===== src/rtl/shared_delay_scheduler_if.sv =====
// rtl/shared_delay_scheduler_if.sv - request/grant bundle between requesters and the shared delay timer
// Purpose: groups the requester-side signals of shared_delay_scheduler.
// Signals:
//   REQ   [NUM_REQ]          level request per requester
//   DELAY [NUM_REQ*DELAY_W]  requested tick count, slice i = DELAY[i*DELAY_W +: DELAY_W]
//   GNT   [NUM_REQ]          one-hot timer owner, zero when idle
//   DONE  [NUM_REQ]          one-cycle completion pulse to the owner
//   BUSY                     scheduler not idle
//   TICK                     one-cycle prescaler tick while a delay runs
// Modports: master (requester side), slave (scheduler side).
interface shared_delay_scheduler_if #(
  parameter int NUM_REQ = 4,
  parameter int DELAY_W = 8
);
  logic [NUM_REQ-1:0]         REQ;
  logic [NUM_REQ*DELAY_W-1:0] DELAY;
  logic [NUM_REQ-1:0]         GNT;
  logic [NUM_REQ-1:0]         DONE;
  logic                       BUSY;
  logic                       TICK;

  modport master (output REQ, DELAY, input GNT, DONE, BUSY, TICK);
  modport slave  (input REQ, DELAY, output GNT, DONE, BUSY, TICK);
endinterface


===== src/rtl/shared_delay_scheduler.sv =====
// rtl/shared_delay_scheduler.sv - round-robin time-sharing of one prescaled delay timer
// Purpose: grants a single divide-by-PRESCALE tick counter to NUM_REQ requesters in
//   round-robin order, counts the latched DELAY ticks and pulses DONE to the owner.
// Ports:
//   CLK_IN  system clock, rising edge
//   RST     asynchronous active-high reset
//   bus     shared_delay_scheduler_if.slave (REQ, DELAY in; GNT, DONE, BUSY, TICK out)
// Option: SHARED_DELAY_SCHEDULER_ABORT_EN - owner dropping REQ during RUN aborts the
//   delay without a DONE pulse. Undefined: REQ is ignored once granted.
module shared_delay_scheduler #(
  parameter int NUM_REQ  = 4,
  parameter int DELAY_W  = 8,
  parameter int PRESCALE = 50
) (
  input logic                      CLK_IN,
  input logic                      RST,
  shared_delay_scheduler_if.slave  bus
);
  localparam int PW = $clog2(PRESCALE);
  localparam int IW = $clog2(NUM_REQ);
  localparam logic [PW-1:0] PRE_RELOAD = PW'(PRESCALE - 1);

  typedef enum logic [1:0] {IDLE, RUN, FIN} state_t;

  state_t               state_q, state_d;
  logic [NUM_REQ-1:0]   gnt_q, gnt_d;
  logic [NUM_REQ-1:0]   done_q, done_d;
  logic                 tick_q, tick_d;
  logic [PW-1:0]        presc_q, presc_d;
  logic [DELAY_W-1:0]   rem_q, rem_d;
  logic [IW-1:0]        ptr_q, ptr_d;
  logic [IW-1:0]        owner_q, owner_d;

  logic                 sel_valid;
  logic [IW-1:0]        sel;
  logic [DELAY_W-1:0]   sel_delay;
  logic [IW-1:0]        next_ptr;

  // Search from the pointer upward with wrap; iterating from the far end lets
  // the nearest set bit win.
  always_comb begin
    sel_valid = 1'b0;
    sel       = '0;
    for (int k = NUM_REQ - 1; k >= 0; k--) begin
      if (bus.REQ[(int'(ptr_q) + k) % NUM_REQ]) begin
        sel_valid = 1'b1;
        sel       = IW'((int'(ptr_q) + k) % NUM_REQ);
      end
    end
  end

  assign sel_delay = bus.DELAY[int'(sel) * DELAY_W +: DELAY_W];
  assign next_ptr  = (owner_q == IW'(NUM_REQ - 1)) ? '0 : owner_q + 1'b1;

  always_comb begin
    state_d = state_q;
    gnt_d   = gnt_q;
    done_d  = '0;
    presc_d = presc_q;
    rem_d   = rem_q;
    ptr_d   = ptr_q;
    owner_d = owner_q;
    case (state_q)
      IDLE: begin
        if (sel_valid) begin
          gnt_d   = NUM_REQ'(1) << sel;
          owner_d = sel;
          rem_d   = sel_delay;
          presc_d = PRE_RELOAD;
          if (sel_delay != '0) begin
            state_d = RUN;
          end else begin
            state_d = FIN;
            done_d  = NUM_REQ'(1) << sel;
          end
        end
      end
      RUN: begin
`ifdef SHARED_DELAY_SCHEDULER_ABORT_EN
        if (!bus.REQ[owner_q]) begin
          state_d = IDLE;
          gnt_d   = '0;
          ptr_d   = next_ptr;
        end else
`endif
        if (presc_q == '0) begin
          presc_d = PRE_RELOAD;
          // The last tick goes straight to FIN so remaining never drops below 1.
          if (rem_q == DELAY_W'(1)) begin
            state_d = FIN;
            done_d  = gnt_q;
          end else begin
            rem_d = rem_q - 1'b1;
          end
        end else begin
          presc_d = presc_q - 1'b1;
        end
      end
      FIN: begin
        state_d = IDLE;
        gnt_d   = '0;
        ptr_d   = next_ptr;
      end
      default: begin
        state_d = IDLE;
        gnt_d   = '0;
      end
    endcase
    // Registered tick: high in the cycle where the running prescaler sits at zero.
    tick_d = (state_d == RUN) && (presc_d == '0);
  end

  always_ff @(posedge CLK_IN or posedge RST) begin
    if (RST) begin
      state_q <= IDLE;
      gnt_q   <= '0;
      done_q  <= '0;
      tick_q  <= 1'b0;
      presc_q <= '0;
      rem_q   <= '0;
      ptr_q   <= '0;
      owner_q <= '0;
    end else begin
      state_q <= state_d;
      gnt_q   <= gnt_d;
      done_q  <= done_d;
      tick_q  <= tick_d;
      presc_q <= presc_d;
      rem_q   <= rem_d;
      ptr_q   <= ptr_d;
      owner_q <= owner_d;
    end
  end

  assign bus.GNT  = gnt_q;
  assign bus.DONE = done_q;
  assign bus.TICK = tick_q;
  assign bus.BUSY = (state_q != IDLE);
endmodule


===== src/flat_wrapper.sv =====
// flat-port wrapper written by rule: the top's interface ports become plain ports
module shared_delay_scheduler_flat 
#(
  parameter int NUM_REQ  = 4,
  parameter int DELAY_W  = 8,
  parameter int PRESCALE = 50
)
  (CLK_IN, RST, bus_REQ, bus_DELAY, bus_GNT, bus_DONE, bus_BUSY, bus_TICK);
  shared_delay_scheduler_if #(.NUM_REQ(NUM_REQ), .DELAY_W(DELAY_W)) bus_i ();
  input logic CLK_IN;
  input logic RST;
  input wire logic [$bits(bus_i.REQ)-1:0] bus_REQ;
  input wire logic [$bits(bus_i.DELAY)-1:0] bus_DELAY;
  output wire logic [$bits(bus_i.GNT)-1:0] bus_GNT;
  output wire logic [$bits(bus_i.DONE)-1:0] bus_DONE;
  output wire logic [$bits(bus_i.BUSY)-1:0] bus_BUSY;
  output wire logic [$bits(bus_i.TICK)-1:0] bus_TICK;
  assign bus_i.REQ = bus_REQ;
  assign bus_i.DELAY = bus_DELAY;
  assign bus_GNT = bus_i.GNT;
  assign bus_DONE = bus_i.DONE;
  assign bus_BUSY = bus_i.BUSY;
  assign bus_TICK = bus_i.TICK;
  shared_delay_scheduler #(.NUM_REQ(NUM_REQ), .DELAY_W(DELAY_W), .PRESCALE(PRESCALE)) u_core (.CLK_IN(CLK_IN), .RST(RST), .bus(bus_i));
endmodule

===== config.mk =====
export PLATFORM = sky130hd
export DESIGN_NAME = shared_delay_scheduler_flat
export DESIGN_NICKNAME = d
export VERILOG_FILES = /design/src/rtl/shared_delay_scheduler_if.sv /design/src/rtl/shared_delay_scheduler.sv /design/src/flat_wrapper.sv
export SDC_FILE = /design/constraint.sdc
export NUM_CORES = 1
export LEC_CHECK = 0
export ABC_AREA = 0
export CAP_MARGIN = 20
export CORE_MARGIN = 8
export CORE_UTILIZATION = 50
export DETAILED_ROUTE_END_ITERATION = 16
export DONT_BUFFER_PORTS = 1
export PLACE_DENSITY = 0.77
export SYNTH_ARGS = -nofsm -noshare
export SYNTH_HDL_FRONTEND = slang
export SYNTH_SLANG_ARGS = --single-unit

===== constraint.sdc =====
create_clock -name CLK_IN -period 2.05 [get_ports CLK_IN]
set_input_delay 0.615 -clock CLK_IN [delete_from_list [all_inputs] [get_ports CLK_IN]]
set_output_delay 0.615 -clock CLK_IN [all_outputs]
set_load 0.01 [all_outputs]

==> impl_summary.md, run 1 <==
Cells and area
The fraction of final layout cells sized beyond drive strength 1 is 29.9%. The number of nets in the layout is 275. The most common cell after layout, fill and taps aside is sky130_fd_sc_hd__dfrtp_1. The storage element area is 726 um^2. The area of the multi-input gates is 1160 um^2. The layout overhead on the synthesized area is 29.7%. The utilization after layout is 68.8%. Leaving out fill and tap cells, the most frequent cells in the layout are sky130_fd_sc_hd__dfrtp_1, sky130_fd_sc_hd__buf_4, sky130_fd_sc_hd__nor2_1, sky130_fd_sc_hd__nand2_1, sky130_fd_sc_hd__o21ai_0. Counting the fill cells in the layout gives 234.

The final cell area excluding filler cells is 2330 um^2. 0 antenna diodes ended up in the layout. After the flow finishes, the layout carries non-filler instances totaling 280.

Critical path
Counting both buffers and inverters, the worst setup path holds a total of 1. The data arrival time of the worst path is 2.86 ns. Walking the worst path, the cells encountered are nand2b_4 -> nor2b_4 -> o32a_1 -> buf_12 -> mux2i_4 -> mux2i_2 -> or4_4 -> nor4_4 -> a32o_1. The critical path class is flip-flop to flip-flop.

The worst setup path is launched from a flip-flop. The endpoint type of the worst setup path is a flip-flop. On the critical path the largest part of the delay comes from simple AND/OR/NAND/NOR gates. The worst path required time is 2.33 ns.

In this run the worst path has a maximum fanout of 10. On the worst path, the slowest cell contributes a delay of 0.53 ns. The cell at the slowest stage of the critical path is sky130_fd_sc_hd__or4_4.

Routing
After detailed routing, the average wire length per cell comes to 19.0 um. After detailed routing, the total wire length is 5310 um. The per-cell via count in the routed design is 6.06. After detailed routing, the number of remaining DRC violations is 0.

The first TritonRoute pass finished after 4 iterations. The routed layout has 1697 vias. The number of nets with antenna violations after detailed routing is 0. For this block, the initial DRC count from the detailed router was 139.

Pwr
Summed over all cells, the static leakage comes to 1.05 nW. The share of total power in the clock network is 14.5%. Combinational logic burns 45.1% of the power. In this run the power density over the cells is 1030 nW/um^2. The analysis attributes to net switching a power of 1.03 mW.

The switching share of power is 43.0%. The worst ir drop on vdd is 0.450 mV. The internal power of the cells totals 1.37 mW. The fraction of power consumed by sequential logic is 40.4%.

Logic synthesis
In this run, synthesis inferred 0 flip-flops with an integrated enable. In the synthesized netlist the async set-or-reset flop fraction comes to 100%. When the netlist entered floorplanning its net count stood at 241. After synthesis, the cell types taking the most area are sky130_fd_sc_hd__dfrtp_1, sky130_fd_sc_hd__mux2i_1, sky130_fd_sc_hd__o21ai_0. The fraction of the yosys area taken by sequential cells is 40.3%. The average cell area after synthesis is 9.04 um^2.

The area share of the leading cell type in the synthesized netlist is 40.3%. The post-synthesis instance area is 1800 um^2. The post-synthesis cell type count is 38. The library cell with the largest summed area after synthesis is sky130_fd_sc_hd__dfrtp_1. The number of synthesized register bits is 29.

Yosys printed 0 warnings. In the synthesized netlist the dominant register cell turns out to be sky130_fd_sc_hd__dfrtp_1. The gate count after technology mapping is 199.

Global route
The largest net degree at the start of global routing is 30. The via count of the first global-routing pass is 1709. Summed over all layers, the global routing overflow is 0. The first global-routing pass estimated 8050 um of wire. The initial antenna violation count is 0. The overall global routing resource usage is 16.8%.

Timing
Hold timing on the final database bottoms out at a slack of 0.220 ns. After layout, the minimum clock period comes to 2.59 ns. Setup violations remaining at the end of the flow were counted as 11. Setup repair after global routing could not meet its margin everywhere. The final-layout setup total negative slack is -3.30 ns.

The final critical path takes up 126% of the cycle. The final-report hold violation count came to 0. The worst slew margin relative to its limit is 62.5%. Clock skew on the completed layout was measured at 0.0134 ns. The max-slew violation count is 0. The worst setup slack after layout is -0.537 ns.

The actual transition at the worst max-transition pin is 0.563 ns. The highest clock frequency the design can meet is 387 MHz.

Clock tree
The clock passes through at most 2 buffers. Counting every sink on the clock net gives 29. The hold-fix buffer count after cts is 0.

The H-tree generated during clock tree synthesis spans 2 levels. The TritonCTS clock tree is yes. The later pin in the worst-skew pair is clocked with a latency of 0.34 ns. The root buffer cell chosen for the clock tree is sky130_fd_sc_hd__clkbuf_4. Clock tree synthesis inserted a total of 5 buffers. The clock transition at the registers of the reported paths is 0.11 ns.

Status
The run finished, with violations left. The final reports fail on negative setup slack.

Run
The tool flagged a number of max-cap violations equal to 0.

Place
The placed cell area is 2050 um^2. After detailed placement, the design holds a cell count of 264. The placed wire-length estimate after detailed placement is 3610 um. At the end of routability-driven placement, the weighted congestion stood at 0.835.

Port buffering added 0 buffers.

Die
The starting density of the core is 53.1%. The region available for standard cell placement spans 3390 um^2. The die width is 76.0 um.

The floorplan die height is 76.0 um. The I/O pin count is 48. The floorplan has 21 rows. The floorplan step defined a die boundary enclosing 5770 um^2.

Worst hold path
The class of the tightest hold or removal check is primary input to async pin.
## state kept, by name, indices dropped and copies added, names as in the netlist
signal,flops
u_core.bus.DONE,4
u_core.bus.GNT,4
u_core.bus.TICK,1
u_core.owner_q,2
u_core.presc_q,6
u_core.ptr_q,2
u_core.rem_q,8
u_core.state_q,2
## power by group through the flow
stage,Sequential [mW],Clock [mW],Combinational (mW)
2_1_floorplan,0.919,0,0.693
4_1_cts,0.960,0.349,0.951
3_3_place_gp,0.956,0,0.865
5_1_grt,1.00,0.373,1.21
6_report,0.968,0.347,1.08
3_5_place_dp,0.970,0,0.930
## metrics by stage
stage,setup WS [ns],power (mW)
5_1_grt,-0.615,2.58
4_1_cts,-0.432,2.26
2_1_floorplan,-0.437,1.61
3_5_place_dp,-0.674,1.90
3_3_place_gp,-0.577,1.82
6_report,-0.537,2.39
## per-layer routing
layer	part of all wire, %	global-route usage (%)	up-vias
met1	41	18.4	834
met3	7.5	6.37	7
li1	-	-	789
met2	50	28.1	67
met5	0	0	-
met4	1.5	7.25	0
## synth_stat cells, types with 4 or more instances
master / count
sky130_fd_sc_hd__a21o_1: 5
sky130_fd_sc_hd__a21oi_1: 14
sky130_fd_sc_hd__clkbuf_1: 4
sky130_fd_sc_hd__dfrtp_1: 29
sky130_fd_sc_hd__ha_1: 4
sky130_fd_sc_hd__inv_1: 7
sky130_fd_sc_hd__mux2i_1: 18
sky130_fd_sc_hd__nand2_1: 17
sky130_fd_sc_hd__nand2b_1: 4
sky130_fd_sc_hd__nor2_1: 23
sky130_fd_sc_hd__nor3_1: 6
sky130_fd_sc_hd__o21ai_0: 21
## worst reg2reg max path: stages (launching register included)
cell	delay [ns]
sky130_fd_sc_hd__dfrtp_1	0.41
sky130_fd_sc_hd__nand2b_4	0.15
sky130_fd_sc_hd__nor2b_4	0.14
sky130_fd_sc_hd__o32a_1	0.24
sky130_fd_sc_hd__buf_12	0.18
sky130_fd_sc_hd__mux2i_4	0.24
sky130_fd_sc_hd__mux2i_2	0.11
sky130_fd_sc_hd__or4_4	0.53
sky130_fd_sc_hd__nor4_4	0.29
sky130_fd_sc_hd__a32o_1	0.23
## layout make-up
cell class                      count  share of cell area, %
Multi-Input combinational cell    156                   49.7
Clock inverter                      2                  0.429
Clock buffer                        6                   1.77
Timing Repair Buffer               34                   13.5
Sequential cell                    29                   31.1
Tap cell                           46                   2.47
Inverter                            7                   1.13
## what timing repair did
item	4_1_cts	5_1_grt
resized for setup	5	35
hold endpoints to repair	0	0
buffers inserted	5	3
endpoints found under the setup margin	11	13
pin swaps	1	1
## logic make-up after synthesis
family                     count (synthesis)  share of synthesized area (%)
and+or+nand+nor                           72                           20.2
AOI/OAI and AO/OA                         58                           20.8
DFF                                       29                           40.3
muxes                                     21                           11.9
buffers and inverters                     14                           3.48
adders and majority gates                  4                           2.78
xor gates and xnor gates                   1                          0.487
## path summary, 6_finish.rpt
path,start,cells after the start,endpoint,slack (ns)
setup reg to reg,u_core.ptr_q[0],9,u_core.bus.DONE[1],-0.54
hold reg to reg,u_core.owner_q[0],1,u_core.ptr_q[0],0.53
setup / recovery,u_core.ptr_q[0],9,u_core.bus.DONE[1],-0.54
min in group CLK_IN,u_core.owner_q[0],1,u_core.ptr_q[0],0.53
max in group asynchronous,RST,2,u_core.presc_q[2],1.55
hold / removal,RST,2,u_core.bus.GNT[2],0.22
No activity file was read; power rests on OpenSTA's default activity.
==> inputs of run 2 (changes only) <==
--- a/config.mk
+++ b/config.mk
@@ -8,10 +8,10 @@
 export ABC_AREA = 0
 export CAP_MARGIN = 20
 export CORE_MARGIN = 8
-export CORE_UTILIZATION = 50
+export CORE_UTILIZATION = 44
 export DETAILED_ROUTE_END_ITERATION = 16
-export DONT_BUFFER_PORTS = 1
-export PLACE_DENSITY = 0.77
+export HOLD_SLACK_MARGIN = 0.12
+export PLACE_DENSITY = 0.86
 export SYNTH_ARGS = -nofsm -noshare
 export SYNTH_HDL_FRONTEND = slang
 export SYNTH_SLANG_ARGS = --single-unit
==> run 2 against run 1 <==
Against the previous run:
- the run still ends with negative setup slack left
- global-route usage increased by 0.92 points
- clock skew is essentially flat
- cell count increased by 23%
- worst setup slack lost 0.062 ns
- critical path type is now primary input to flip-flop
- largest cell class unchanged
==> impl_summary.md, run 2 (synthesis gave the netlist of run 1 again) <==
Place
The number of buffers added on ports is 47 (+47). The placed wire-length estimate after detailed placement is 4060 um (+12%). The final weighted congestion in routability-driven placement is 0.796 (-4.6%).

The placed cell area came to 2600 um^2 (+27%).

Worst hold path
The terminating pin of the worst hold path is u_core.owner_q[1]. The worst hold path cell count is 2. The startpoint identified for the worst hold timing path is u_core.owner_q[1]. The worst hold path belongs to the class flip-flop to flip-flop.

Die
The die area was 6390 um^2 (+11%). The floorplan die height is 79.9 um (+5.2%). The I/O pin count is 48 (unchanged). The die width is 79.9 um (+5.2%). The area of the core region is 3970 um^2 (+17%).

The number of core rows was 23 (+9.5%). The starting density of the core is 45.3% (-7.8 points).

Critical path
The setup slack of the worst register-to-register path is -0.56 ns (-0.02 ns). The setup path with the least slack is of type primary input to flip-flop. The worst register-to-register path begins at u_core.ptr_q[0]. The worst register-to-register path ends at u_core.bus.DONE[1]. STA classifies the critical path startpoint as a primary input. The number of cell instances on the worst register-to-register path is 9 (unchanged). The worst setup path is captured at a flip-flop.

The worst path required time was 2.28 ns (-0.05 ns). The data arrival time of the worst path was 2.88 ns (+0.02 ns). The biggest fanout along the worst timing path was 6 (-4).

Cells and area
The area growth from synthesis to layout is 61.3%. The fraction of final layout cells sized beyond drive strength 1 is 31.3% (+1.4 points). The filler cell count is 250 (+6.8%). The number of nets in the layout is 335 (+22%).

The final cell area excluding filler cells is 2900 um^2 (+24%). The largest registers in the layout are u_core.rem_q x8, u_core.presc_q x6. The flip-flop count of the largest register after layout is 8 (unchanged). The antenna diode count was 0 (unchanged). The largest register by flop count is u_core.rem_q.

The library cell used most frequently in the layout, excluding fill and tap cells, is sky130_fd_sc_hd__clkdlybuf4s50_1. The library cells used most frequently in the layout, excluding fill and tap cells, are sky130_fd_sc_hd__clkdlybuf4s50_1, sky130_fd_sc_hd__buf_4, sky130_fd_sc_hd__dfrtp_1, sky130_fd_sc_hd__nor2_1, sky130_fd_sc_hd__o21ai_0.

Global route
The overall global routing resource usage is 17.7% (+0.92 points). The via count of the first global-routing pass was 1862 (+9.0%). The initial antenna violation count is 0 (unchanged). The largest net degree at the start of global routing is 30 (unchanged). The wire length of the first global-routing pass came to 8900 um (+11%). The remaining global-route overflow is 0 (unchanged).

Clock tree
The number of buffers created by CTS came to 5 (unchanged). The clock root buffer master is sky130_fd_sc_hd__clkbuf_8. TritonCTS built the clock tree.

The maximum buffer depth of the clock tree is 2 (unchanged). The total number of clock tree sinks is 29 (unchanged). The clock transition at the registers of the reported paths came to 0.07 ns (-0.04 ns). The H-tree level count was 2 (unchanged). The clock network latency to the later pin of the worst-skew pair is 0.29 ns (-0.05 ns).

Timing
The setup skew after layout is 0.0133 ns (-0.0000715 ns). The max-slew violation count is 0 (unchanged). The worst slew margin relative to its limit is 66.1% (+3.6 points). Setup repair after global routing could not meet its margin everywhere. The highest clock frequency the design can meet is 378 MHz (-2.3%). The worst setup slack after layout is -0.599 ns (-0.0616 ns). The actual transition at the worst max-transition pin was 0.509 ns (-0.0540 ns).

The final critical-path share of the clock period is 129% (+3.0 points). The final-report hold violation count is 0 (unchanged). The post-layout minimum cycle time is 2.65 ns (+0.0616 ns). The number of setup violations in the final report came to 12 (+1).

Routing
The per-cell via count in the routed design is 5.50 (-9.3%). The detailed router's first-iteration violation count is 124 (-11%). The total wire length was 6030 um (+14%). The number of nets with antenna violations after detailed routing is 0 (unchanged). The wire length per cell came to 17.5 um (-7.6%). The count of vias placed by the detailed router is 1892 (+11%). The first-pass iteration count of the detailed router was 4 (unchanged). The remaining design rule violation count is 0 (unchanged).

Status
The checks that failed: negative setup slack. The flow ran to the end, but the final reports show violations.

Pwr
The worst ir drop on vdd is 0.738 mV (+64%). The leakage power of the design is 1.30 nW (+24%). The power density of the placed cells was 937 nW/um^2 (-8.7%). The total power is 2.72 mW (+14%).

Run
The number of maximum-capacitance constraint violations is 0 (unchanged).
## run 2: cell count changes in the layout (fill, tap and decap cells not counted), moves of 2 or more
| cell | previous run | this run |
|---|---|---|
| sky130_fd_sc_hd__a211oi_2 | 0 | 2 |
| sky130_fd_sc_hd__buf_12 | 2 | 0 |
| sky130_fd_sc_hd__buf_4 | 24 | 41 |
| sky130_fd_sc_hd__clkbuf_4 | 5 | 0 |
| sky130_fd_sc_hd__clkbuf_8 | 0 | 5 |
| sky130_fd_sc_hd__clkdlybuf4s50_1 | 0 | 42 |
| sky130_fd_sc_hd__mux2i_2 | 2 | 5 |
| sky130_fd_sc_hd__mux2i_4 | 2 | 0 |
| sky130_fd_sc_hd__o21ai_0 | 15 | 17 |
## run 2: metal layers
layer | global-route usage [%] | wire [um] | vias to the layer above
li1 | - | - | 909
met1 | 20.9 | 2380 | 905
met2 | 29.7 | 3090 | 62
met3 | 5.41 | 326 | 16
met4 | 5.64 | 227 | 0
met5 | 0 | 0 | -
## run 2: how the worst max path moves through the flow
stage                     startpoint                  to  slack (ns)  cells past startpoint
after detailed placement  bus_REQ[0]  u_core.bus.DONE[1]       -1.29                     11
after CTS                 bus_REQ[2]  u_core.bus.DONE[1]       -0.33                     11
after floorplan           bus_REQ[2]  u_core.bus.DONE[3]       -0.44                      8
after global placement    bus_REQ[2]  u_core.bus.DONE[1]       -1.19                     11
after global routing      bus_REQ[1]  u_core.bus.DONE[1]       -0.66                     10
final                     bus_REQ[1]  u_core.bus.DONE[1]       -0.60                     10
## run 2: power by group
group | switching, mW | internal, mW | leakage (nW)
combinational | 0.656 | 0.649 | 0.889
sequential | 0.181 | 0.766 | 0.371
clock | 0.233 | 0.234 | 0.0439
total | 1.07 | 1.65 | 1.30
## run 2: final cells by class
class | instances | area (um^2) | share of cell area (%)
clock inverter | 3 | 17.5 | 0.604
multi-input combinational | 157 | 1160 | 40.0
clock buffer | 5 | 68.8 | 2.37
inverter | 7 | 26.3 | 0.906
timing repair buffer | 93 | 840 | 28.9
tap | 50 | 62.6 | 2.16
sequential | 29 | 726 | 25.0
## run 2: timing repair
| action | 4_1_cts | 5_1_grt |
|---|---|---|
| gates cloned | 1 | 0 |
| setup endpoints to repair | 25 | 14 |
| hold buffers | 0 | 0 |
| buffers inserted | 7 | 4 |
| pin swaps | 9 | 10 |
| resized for setup | 43 | 16 |
## run 2: through the flow
stage,TNS [ns],setup WS [ns],util (%),hold WS (ns),std cells
floorplan,-2.87,-0.437,-,0.454,199
global placement,-17.93,-1.19,65.5,0.466,327
detailed placement,-19.22,-1.29,65.5,0.493,327
CTS,-2.23,-0.332,71.0,0.512,342
global route,-5.11,-0.665,73.1,0.531,344
finish,-4.09,-0.599,73.1,0.516,344
## run 2: critical path: stages
cell and delay [ns]:
sky130_fd_sc_hd__buf_4 0.13, sky130_fd_sc_hd__nand2b_4 0.16, sky130_fd_sc_hd__a21oi_4 0.15, sky130_fd_sc_hd__o32a_4 0.24
sky130_fd_sc_hd__mux2i_1 0.38, sky130_fd_sc_hd__mux2i_2 0.15, sky130_fd_sc_hd__or4_4 0.57, sky130_fd_sc_hd__nor4_4 0.14
sky130_fd_sc_hd__buf_4 0.17, sky130_fd_sc_hd__a32o_1 0.17
==> inputs of run 3 (changes only) <==
--- a/config.mk
+++ b/config.mk
@@ -12,6 +12,7 @@
 export DETAILED_ROUTE_END_ITERATION = 16
 export HOLD_SLACK_MARGIN = 0.12
 export PLACE_DENSITY = 0.86
+export SKIP_CTS_REPAIR_TIMING = 1
 export SYNTH_ARGS = -nofsm -noshare
 export SYNTH_HDL_FRONTEND = slang
 export SYNTH_SLANG_ARGS = --single-unit
==> run 3 against run 2 <==
Against the previous run:
- the flow still finishes with violations (negative setup slack)
- die area is the same
- clock skew shrank 0.0034 ns
- utilization grew 0.35 points
- worst setup slack improved by 0.13 ns
- power fell by 1.1%
- critical path depth unchanged
- combinational power hardly changed
- hold slack lost 0.0066 ns
- global-route usage decreased by 0.93 points
- cell count shrank 0.58%
- first-iteration DRC count rose by 24%
- flip-flop and latch count unchanged
- critical path type unchanged
- largest cell class unchanged
==> impl_summary.md, run 3 (synthesis gave the netlist of run 1 again) <==
Status
The flow ran to the end, but the final reports show violations. The final reports fail on negative setup slack.

Critical path
The largest stage delay on the critical path is 0.55 ns (-0.02 ns). On the critical path, the stage with the largest delay is an instance of sky130_fd_sc_hd__or4_4. The setup slack of the worst register-to-register path is -0.41 ns (+0.15 ns).

The number of cell instances on the worst register-to-register path is 9 (unchanged). The critical path launch point type is a primary input. The biggest fanout along the worst timing path is 6 (unchanged).

The worst setup path endpoint is u_core.bus.DONE[1]. Traced cell by cell, the critical path runs through buf_2 -> nand2b_1 -> nor2b_4 -> o32a_4 -> mux2i_4 -> mux2i_4 -> or4_4 -> nor4_4 -> buf_4 -> a32o_1. The start point of the critical path is bus_REQ[0]. The endpoint type of the worst setup path is a flip-flop. The data arrival time of the worst path came to 2.74 ns (-0.14 ns). The worst path required time is 2.27 ns (about the same).

The critical path class is primary input to flip-flop. The most prevalent standard cell on the critical path is sky130_fd_sc_hd__mux2i_4. The endpoint identified for the worst register-to-register timing path is u_core.bus.DONE[1]. In this run the critical register-to-register path is launched from u_core.ptr_q[0].

Place
The number of buffers added on ports came to 47 (unchanged). The count of placed standard cells including taps is 327 (unchanged). The placed cell area is 2600 um^2 (unchanged). The worst slack at placement is -1.29 ns (unchanged). The placed wire-length estimate after detailed placement is 4060 um (unchanged). The final weighted congestion in routability-driven placement is 0.796 (unchanged).

Clock tree
The clock network latency to the later pin of the worst-skew pair is 0.28 ns (about the same). The clock transition at the registers of the reported paths is 0.07 ns (about the same). The number of buffers created by CTS came to 5 (unchanged). The TritonCTS clock tree is yes. The H-tree level count is 2 (unchanged). The total number of clock tree sinks came to 29 (unchanged). The maximum buffer depth of the clock tree was 2 (unchanged).

The cell sitting at the root of the clock tree is a sky130_fd_sc_hd__clkbuf_8.

Routing
The detailed router's first-iteration violation count is 154 (+24%). The count of vias placed by the detailed router is 1930 (+2.0%). The total wire length is 6130 um (+1.8%). The per-cell via count in the routed design is 5.64 (+2.6%). The first-pass iteration count of the detailed router is 4 (unchanged).

The number of nets with antenna violations after detailed routing was 0 (unchanged). The remaining design rule violation count is 0 (unchanged). The wire length per cell is 17.9 um (+2.4%).

Die
The area of the core region came to 3970 um^2 (unchanged). The die area came to 6390 um^2 (unchanged). The floorplan die height is 79.9 um (unchanged). The number of core rows was 23 (unchanged). The starting density of the core is 45.3% (unchanged). The die width was 79.9 um (unchanged). The I/O pin count came to 48 (unchanged).

Global route
met2 is the most crowded layer. The remaining global-route overflow was 0 (unchanged). The overall global routing resource usage is 16.8% (-0.93 points). The met2 track demand over resource is 27.9% (-1.9 points). The largest net degree at the start of global routing is 30 (unchanged). The wire length of the first global-routing pass is 8450 um (-5.1%). The via count of the first global-routing pass came to 1793 (-3.7%). The global-route track usage on met1 was 19.9% (-1.0 points).

The initial antenna violation count was 0 (unchanged). The fraction of met3 tracks used by global routing is 5.52% (+0.11 points).

Timing
Setup repair after global routing could not meet its margin everywhere. The post-layout minimum cycle time is 2.52 ns (-0.131 ns). The highest clock frequency the design can meet came to 397 MHz (+5.2%).

The worst setup slack after layout was -0.468 ns (+0.131 ns). The number of setup violations in the final report came to 12 (unchanged). The final-layout setup total negative slack is -3.60 ns (+0.488 ns). The max-slew violation count is 0 (unchanged). The final critical-path share of the clock period is 123% (-6.4 points). The worst hold-check slack came to 0.509 ns (-0.00660 ns).

The actual transition at the worst max-transition pin is 0.511 ns (+0.00172 ns). The worst slew margin relative to its limit is 66.0% (-0.11 points). The setup skew after layout is 0.00993 ns (-0.00336 ns). The final-report hold violation count was 0 (unchanged).

Pwr
The total power was 2.69 mW (-1.1%). The worst ir drop on vdd is 0.670 mV (-9.2%). The leakage power of the design is 1.30 nW (-0.18%). The power density of the placed cells is 922 nW/um^2 (-1.6%).

Cells and area
The number of nets in the layout is 333 (-0.60%). In the layout the commonest cells are sky130_fd_sc_hd__clkdlybuf4s50_1, sky130_fd_sc_hd__buf_4, sky130_fd_sc_hd__dfrtp_1, sky130_fd_sc_hd__nor2_1, sky130_fd_sc_hd__o21ai_0. The antenna diode count is 0 (unchanged).

The final standard cell count with taps included and fillers excluded is 342 (-0.58%). The layout overhead on the synthesized area is 62.0%. The utilization after layout is 73.4% (+0.35 points). The final cell area excluding filler cells is 2920 um^2 (+0.47%).

The largest registers in the layout are u_core.rem_q x8, u_core.presc_q x6. The flip-flop count of the largest register after layout is 8 (unchanged). The largest register by flop count is u_core.rem_q. The fraction of final layout cells sized beyond drive strength 1 is 30.1% (-1.2 points).

Leaving out fill and tap cells, the most frequent cell in the layout is sky130_fd_sc_hd__clkdlybuf4s50_1.

Run
The number of maximum-capacitance constraint violations is 0 (unchanged).

Worst hold path
The class of the tightest hold or removal check is flip-flop to flip-flop.
-- run 3: power by group --
group / total (mW) / switching [mW] / leakage, nW / internal [mW]
sequential: 0.943 / 0.177 / 0.371 / 0.766
combinational: 1.29 / 0.653 / 0.886 / 0.635
clock: 0.457 / 0.223 / 0.0439 / 0.234
total: 2.69 / 1.05 / 1.30 / 1.63
-- run 3: final cells by class --
| type | instances | area [um^2] |
|---|---|---|
| repair buffers | 91 | 823 |
| flip-flops and latches | 29 | 726 |
| well taps | 50 | 62.6 |
| fillers | 251 | 1060 |
| multi-input cells | 157 | 1190 |
| clock inverters | 3 | 17.5 |
| inverters | 7 | 26.3 |
| clock buffers | 5 | 68.8 |
-- run 3: worst min-delay path by stage --
stage / startpoint / slack [ns] / endpoint / depth (start not counted)
finish: u_core.owner_q[1] / 0.51 / u_core.owner_q[1] / 2
global route: u_core.bus.GNT[2] / 0.54 / u_core.bus.GNT[2] / 1
global placement: u_core.owner_q[1] / 0.47 / u_core.owner_q[1] / 2
CTS: u_core.owner_q[1] / 0.51 / u_core.owner_q[1] / 2
floorplan: u_core.owner_q[1] / 0.45 / u_core.owner_q[1] / 2
detailed placement: u_core.owner_q[1] / 0.49 / u_core.owner_q[1] / 2
-- run 3: routing by layer --
metal | routed length, um | part of all wire (%)
met1 | 2490 | 41
met2 | 3150 | 51
met3 | 318 | 5.2
met4 | 179 | 2.9
met5 | 0 | 0
-- run 3: critical path: cells and delay by family --
kind	cells	cell delay, ns
simple gates	4	0.98
compound gates	2	0.44
mux	2	0.38
buf+inv	2	0.31
